<file path="config.mk">
export PLATFORM = sky130hd
export DESIGN_NAME = uart_tx_arbiter
export DESIGN_NICKNAME = d
export VERILOG_FILES = /design/src/rtl/uart_tx_arbiter.sv
export SDC_FILE = /design/constraint.sdc
export NUM_CORES = 1
export LEC_CHECK = 0
export ABC_AREA = 1
export CORE_ASPECT_RATIO = 1.4
export CORE_UTILIZATION = 51
export CTS_BUF_LIST = sky130_fd_sc_hd__clkbuf_2
export CTS_CLUSTER_DIAMETER = 150
export DETAILED_ROUTE_END_ITERATION = 7
export GPL_TIMING_DRIVEN = 0
export PLACE_DENSITY = 0.82
export SYNTH_ARGS = -nofsm -noshare
export SYNTH_HDL_FRONTEND = slang
export SYNTH_SLANG_ARGS = --single-unit
</file>
<file path="constraint.sdc">
create_clock -name clk -period 1.5 [get_ports clk]
set_clock_uncertainty 0.05 [all_clocks]
set_input_delay 0.45 -clock clk [delete_from_list [all_inputs] [get_ports clk]]
set_output_delay 0.45 -clock clk [all_outputs]
set_load 0.02 [all_outputs]
</file>
<file path="src/rtl/uart_tx_arbiter.sv">
// ============================================================================
//  Module      : uart_tx_arbiter
//  Description : Round-robin, packet-atomic sharing of one console UART
//                transmitter between N_REQ byte-stream requesters.
//  Revision    : 1.0 - initial release
// ============================================================================
`default_nettype none

module uart_tx_arbiter #(
    parameter int N_REQ         = 2,
    parameter int LINE_LOCK     = 1,
    parameter int IDLE_TIMEOUT  = 1024,
    parameter int START_TIMEOUT = 4
) (
    input  logic                 clk,
    input  logic                 rst,
    input  logic [N_REQ-1:0]     req_valid,
    input  logic [8*N_REQ-1:0]   req_data,
    input  logic [N_REQ-1:0]     req_last,
    output logic [N_REQ-1:0]     req_ready,
    output logic [N_REQ-1:0]     grant,
    output logic                 uart_transmit,
    output logic [7:0]           uart_tx_byte,
    input  logic                 uart_is_transmitting,
    output logic                 busy
);

    localparam int c_iw      = (N_REQ > 1) ? $clog2(N_REQ) : 1;
    localparam int c_idle_w  = $clog2(IDLE_TIMEOUT);
    localparam int c_start_w = (START_TIMEOUT > 1) ? $clog2(START_TIMEOUT) : 1;

    localparam logic [c_idle_w-1:0]  c_idle_last  = c_idle_w'(IDLE_TIMEOUT - 1);
    localparam logic [c_start_w-1:0] c_start_last = c_start_w'(START_TIMEOUT - 1);
    localparam logic [c_iw-1:0]      c_last_idx   = c_iw'(N_REQ - 1);
    localparam logic [c_iw:0]        c_n_ext      = (c_iw + 1)'(N_REQ);

    typedef enum logic [2:0] {
        S_IDLE    = 3'd0,
        S_LOAD    = 3'd1,
        S_START   = 3'd2,
        S_WAIT_HI = 3'd3,
        S_WAIT_LO = 3'd4
    } state_t;

    state_t                 r_state;
    state_t                 w_state_nxt;
    logic [N_REQ-1:0]       r_grant;
    logic [c_iw-1:0]        r_owner;
    logic [c_iw-1:0]        r_rr;
    logic [c_idle_w-1:0]    r_idle_cnt;
    logic [c_start_w-1:0]   r_start_cnt;
    logic [7:0]             r_tx_byte;
    logic                   r_end;

    logic [N_REQ-1:0]       w_rot;
    logic [c_iw-1:0]        w_off;
    logic [c_iw:0]          w_sum;
    logic [c_iw-1:0]        w_pick;
    logic [c_iw-1:0]        w_rr_next;
    logic [7:0]             w_sel_data;
    logic                   w_sel_last;
    logic                   w_accept;
    logic                   w_release;
    logic                   w_done;

    // Rotate the request vector so bit 0 is the rr position; the lowest set
    // bit of the rotated vector is the winner's distance from rr.
    assign w_rot = N_REQ'({req_valid, req_valid} >> r_rr);

    always_comb begin
        w_off = '0;
        for (int j = N_REQ - 1; j >= 0; j--) begin
            if (w_rot[j]) begin
                w_off = c_iw'(j);
            end
        end
    end

    assign w_sum     = {1'b0, r_rr} + {1'b0, w_off};
    assign w_pick    = (w_sum >= c_n_ext) ? c_iw'(w_sum - c_n_ext) : c_iw'(w_sum);
    assign w_rr_next = (r_owner == c_last_idx) ? '0 : r_owner + 1'b1;

    always_comb begin
        w_sel_data = 8'h00;
        w_sel_last = 1'b0;
        for (int i = 0; i < N_REQ; i++) begin
            if (r_grant[i]) begin
                w_sel_data = req_data[i*8 +: 8];
                w_sel_last = req_last[i];
            end
        end
    end

    always_comb begin
        w_state_nxt   = r_state;
        req_ready     = '0;
        uart_transmit = 1'b0;
        w_accept      = 1'b0;
        w_release     = 1'b0;
        w_done        = 1'b0;
        case (r_state)
            S_IDLE: begin
                if (|req_valid) begin
                    w_state_nxt = S_LOAD;
                end
            end
            S_LOAD: begin
                req_ready = r_grant & req_valid;
                if (|(r_grant & req_valid)) begin
                    w_accept    = 1'b1;
                    w_state_nxt = S_START;
                end else if (r_idle_cnt == c_idle_last) begin
                    w_release   = 1'b1;
                    w_state_nxt = S_IDLE;
                end
            end
            S_START: begin
                uart_transmit = 1'b1;
                w_state_nxt   = S_WAIT_HI;
            end
            S_WAIT_HI: begin
                if (uart_is_transmitting) begin
                    w_state_nxt = S_WAIT_LO;
                end else if (r_start_cnt == c_start_last) begin
                    w_done = 1'b1;
                end
            end
            S_WAIT_LO: begin
                if (!uart_is_transmitting) begin
                    w_done = 1'b1;
                end
            end
            default: w_state_nxt = S_IDLE;
        endcase
        // Byte finished: either release the packet or fetch its next byte.
        if (w_done) begin
            if (r_end) begin
                w_release   = 1'b1;
                w_state_nxt = S_IDLE;
            end else begin
                w_state_nxt = S_LOAD;
            end
        end
    end

    always_ff @(posedge clk or posedge rst) begin
        if (rst) begin
            r_state     <= S_IDLE;
            r_grant     <= '0;
            r_owner     <= '0;
            r_rr        <= '0;
            r_idle_cnt  <= '0;
            r_start_cnt <= '0;
            r_tx_byte   <= 8'h00;
            r_end       <= 1'b0;
        end else begin
            r_state <= w_state_nxt;
            if (r_state == S_IDLE && (|req_valid)) begin
                r_grant <= N_REQ'(1) << w_pick;
                r_owner <= w_pick;
            end
            if (r_state == S_LOAD && !w_accept && !w_release) begin
                r_idle_cnt <= r_idle_cnt + 1'b1;
            end else begin
                r_idle_cnt <= '0;
            end
            if (r_state == S_WAIT_HI) begin
                r_start_cnt <= r_start_cnt + 1'b1;
            end else begin
                r_start_cnt <= '0;
            end
            if (w_accept) begin
                r_tx_byte <= w_sel_data;
                r_end     <= w_sel_last | ((LINE_LOCK != 0) && (w_sel_data == 8'h0A));
            end
            if (w_release) begin
                r_grant <= '0;
                r_rr    <= w_rr_next;
            end
        end
    end

    assign grant        = r_grant;
    assign uart_tx_byte = r_tx_byte;
    assign busy         = (r_state != S_IDLE);

endmodule

`default_nettype wire

</file>
==> results.ini, run 1 <==
[timing]
tns_ns = -1.65
finalCritPeriodShare_pct = 125
maxSlewViolCount = 0
slew_headroom_pct = 59.2
finalSetupViolCount = 6
finalHoldViolations = 0
rsz0062_at_grt = true
hold_ws_ns = 0.390
worst_pin_slew_ns = 0.610
period_needed_ns = 1.88
max_freq_mhz = 532
setup_ws_ns = -0.381

[global_routing]
grt_max_degree = 29
antenna_found_initial = 0
overflow = 0
grt_pass1_wl_microns = 5790
grt_usage_pct = 23.1
grt_pass1_vias = 1434

[synth]
yosys_warnings = 0
synth-seq-area-share_pct = 45.5
synth_nets = 229
postSynthCellCount = 204
async_reset_ff_share_pct = 100
ys_types = 31
avgSynthCellArea_sq_um = 7.56
syn_area_sq_um = 1540
ys.flop_type = dfrtp_1
synth-seq-cells = 28
synth_edf_count = 0

[cts]
cts.sinks = 28
cts-hold-fix-buffers = 0
htree_levels = 1
cts_buffers = 3
clockBufferDepth = 2
root_buffer = clkbuf_2
path_clk_slew_ns = 0.27
tritoncts = built
clock_latency_ns = 0.37

[critical_path]
regToRegSetupSlack_ns = 0.05
crit_fanout = 3
end_kind = output port
crit_chain = or2_4 > nor2_4 > inv_2 > buf_6
r2r_end = r_idle_cnt[3]
cp.required_ns = 1.00
reg2reg_depth = 7
worst_setup_path_start_kind = register
crit_path_top_delay_cell = dfrtp_1
path_class = reg2out
arrival_ns = 1.38
crit-reg2reg-launch = grant[0]
max_stage_delay_ns = 0.47

[floorplanning]
fp.dieW_microns = 48.5
core_sq_um = 2880
die-area_sq_um = 3250
rows = 23
die_h_microns = 67.1
ioPinCount = 37
initial_utilization_pct = 53.6

[detailed_routing]
vias = 1499
viasPerCell = 5.06
wl_per_cell_microns = 12.8
totalWireLength_microns = 3780
postRouteAntennaNets = 0
drc_errors = 0
drt_iter0_drc = 46
drtPass1Iterations = 7

[hold_path]
hold_path.class = in2async

[placed_design]
gp_congestion = 0.831
hpwl_microns = 2590
dp_cells = 277
port_buffers = 36
placed_cell_area_sq_um = 1950

[cells_and_area]
drive_gt1_share_pct = 29.7
final_util_pct = 76.0
regArea_sq_um = 706
multiInputGateArea_sq_um = 807
finalInstanceArea_sq_um = 2190
fillers = 210
area_growth_pct = 41.9
instances_no_fill = 296
n_antenna_cell = 0
nets = 285

[run_status]
status = finished, violations left
violations = negative setup slack

[pwr]
irDropWorstVdd_v = 0.00112
power_per_cell_area_nw_per_um2 = 1590
p_leak_nw = 1.07

[flow_run]
drv_cap = 0

Yosys cell counts, types with 3 or more instances:
| library cell | n | area share (%) |
|---|---|---|
| nand2_1 | 64 | 16 |
| nor2_1 | 34 | 8.3 |
| dfrtp_1 | 28 | 45 |
| inv_1 | 23 | 5.6 |
| nand3_1 | 9 | 2.9 |
| o21ai_2 | 6 | 3.4 |
| a21oi_1 | 4 | 1.3 |
| buf_4 | 3 | 1.5 |
| nor2_2 | 3 | 1.2 |
| nor3_1 | 3 | 0.97 |
| o21ai_1 | 3 | 0.97 |
worst max-delay path by stage:
stage                      start            end  slack, ns  cells after the start
global placement    req_valid[0]   req_ready[0]      -0.82                      4
floorplan             r_state[0]  uart_transmit       0.02                      2
CTS                   r_state[0]           busy      -0.39                      4
finish                r_state[2]           busy      -0.38                      4
detailed placement  req_valid[0]   req_ready[0]      -0.84                      4
global route          r_state[2]  uart_transmit      -0.45                      3
state kept, by name, summed over array words and instances, names as in the netlist:
register      cells
r_idle_cnt       10
uart_tx_byte      8
r_state           3
grant             2
r_start_cnt       2
r_end             1
r_owner           1
r_rr              1
area by class of cell:
cell class,count,share of cell area (%)
inverters,25,4.46
flip-flops and latches,28,32.3
clock inverters,1,0.172
repair buffers,51,21.7
well taps,37,2.12
plain buffers,3,1.72
clock buffers,3,0.686
multi-input cells,148,36.9
worst max-delay path, delay by kind of cell (launching register included):
kind                   cells  cell delay, ns
buffers and inverters      2            0.16
AND/OR/NAND/NOR            2            0.39
flip-flops                 1            0.47
placed cells by master (no fill, tap or decap), types with 3 or more instances in the layout:
cell / netlist / routed
dfrtp_1: 28 / 24
nor2_1: 34 / 30
nand3_1: 9 / 8
buf_2: 0 / 5
nor2_2: 3 / 3
nand2_2: 1 / 8
clkbuf_2: 0 / 3
buf_6: 0 / 11
clkdlybuf4s50_1: 0 / 20
nand2_1: 64 / 57
o21ai_1: 3 / 3
o21ai_2: 6 / 6
inv_2: 1 / 3
dfrtp_2: 0 / 4
inv_1: 23 / 20
nor2_4: 0 / 4
buf_4: 3 / 14
a21oi_1: 4 / 3
cell families (layout without fill, tap and decap cells):
kind of cell / Yosys count / count (layout) / share of synthesized area, %
simple gates: 122 / 122 / 34.3
flops: 28 / 28 / 45.5
buf+inv: 28 / 83 / 7.55
compound gates: 21 / 21 / 9.33
xor+xnor: 3 / 3 / 1.70
fa+ha+maj: 2 / 2 / 1.62
routing by layer:
layer  vias up  track usage (%)  wire, microns
li1        751                -              -
met1       696             23.4           1490
met2        46             48.2           2100
met3         6             3.65            145
met4         0             5.88             44
met5         -                0              0
through the flow:
step           setup slack, ns  power, W
6_report                -0.381   0.00348
2_1_floorplan           0.0195   0.00217
4_1_cts                 -0.393   0.00321
3_5_place_dp            -0.841   0.00277
5_1_grt                 -0.450   0.00374
3_3_place_gp            -0.820   0.00273
what timing repair did:
item	CTS	global route
pin swaps	2	3
cloned	0	1
setup endpoints to repair	32	45
setup buffers	10	6
resized for setup	84	29
where the power goes:
part / total [W] / switching (W) / internal (W)
combinational: 0.00207 / 0.00114 / 0.000937
sequential: 0.00113 / 0.000147 / 0.000978
clock: 0.000283 / 0.000225 / 0.0000579
No activity file was read; power rests on OpenSTA's default activity.
==> run 2: changes to the inputs <==
- CTS_CLUSTER_SIZE: default -> 24
==> results of run 2 <==
Final layout, timing and power as in run 1 (identical DEF).
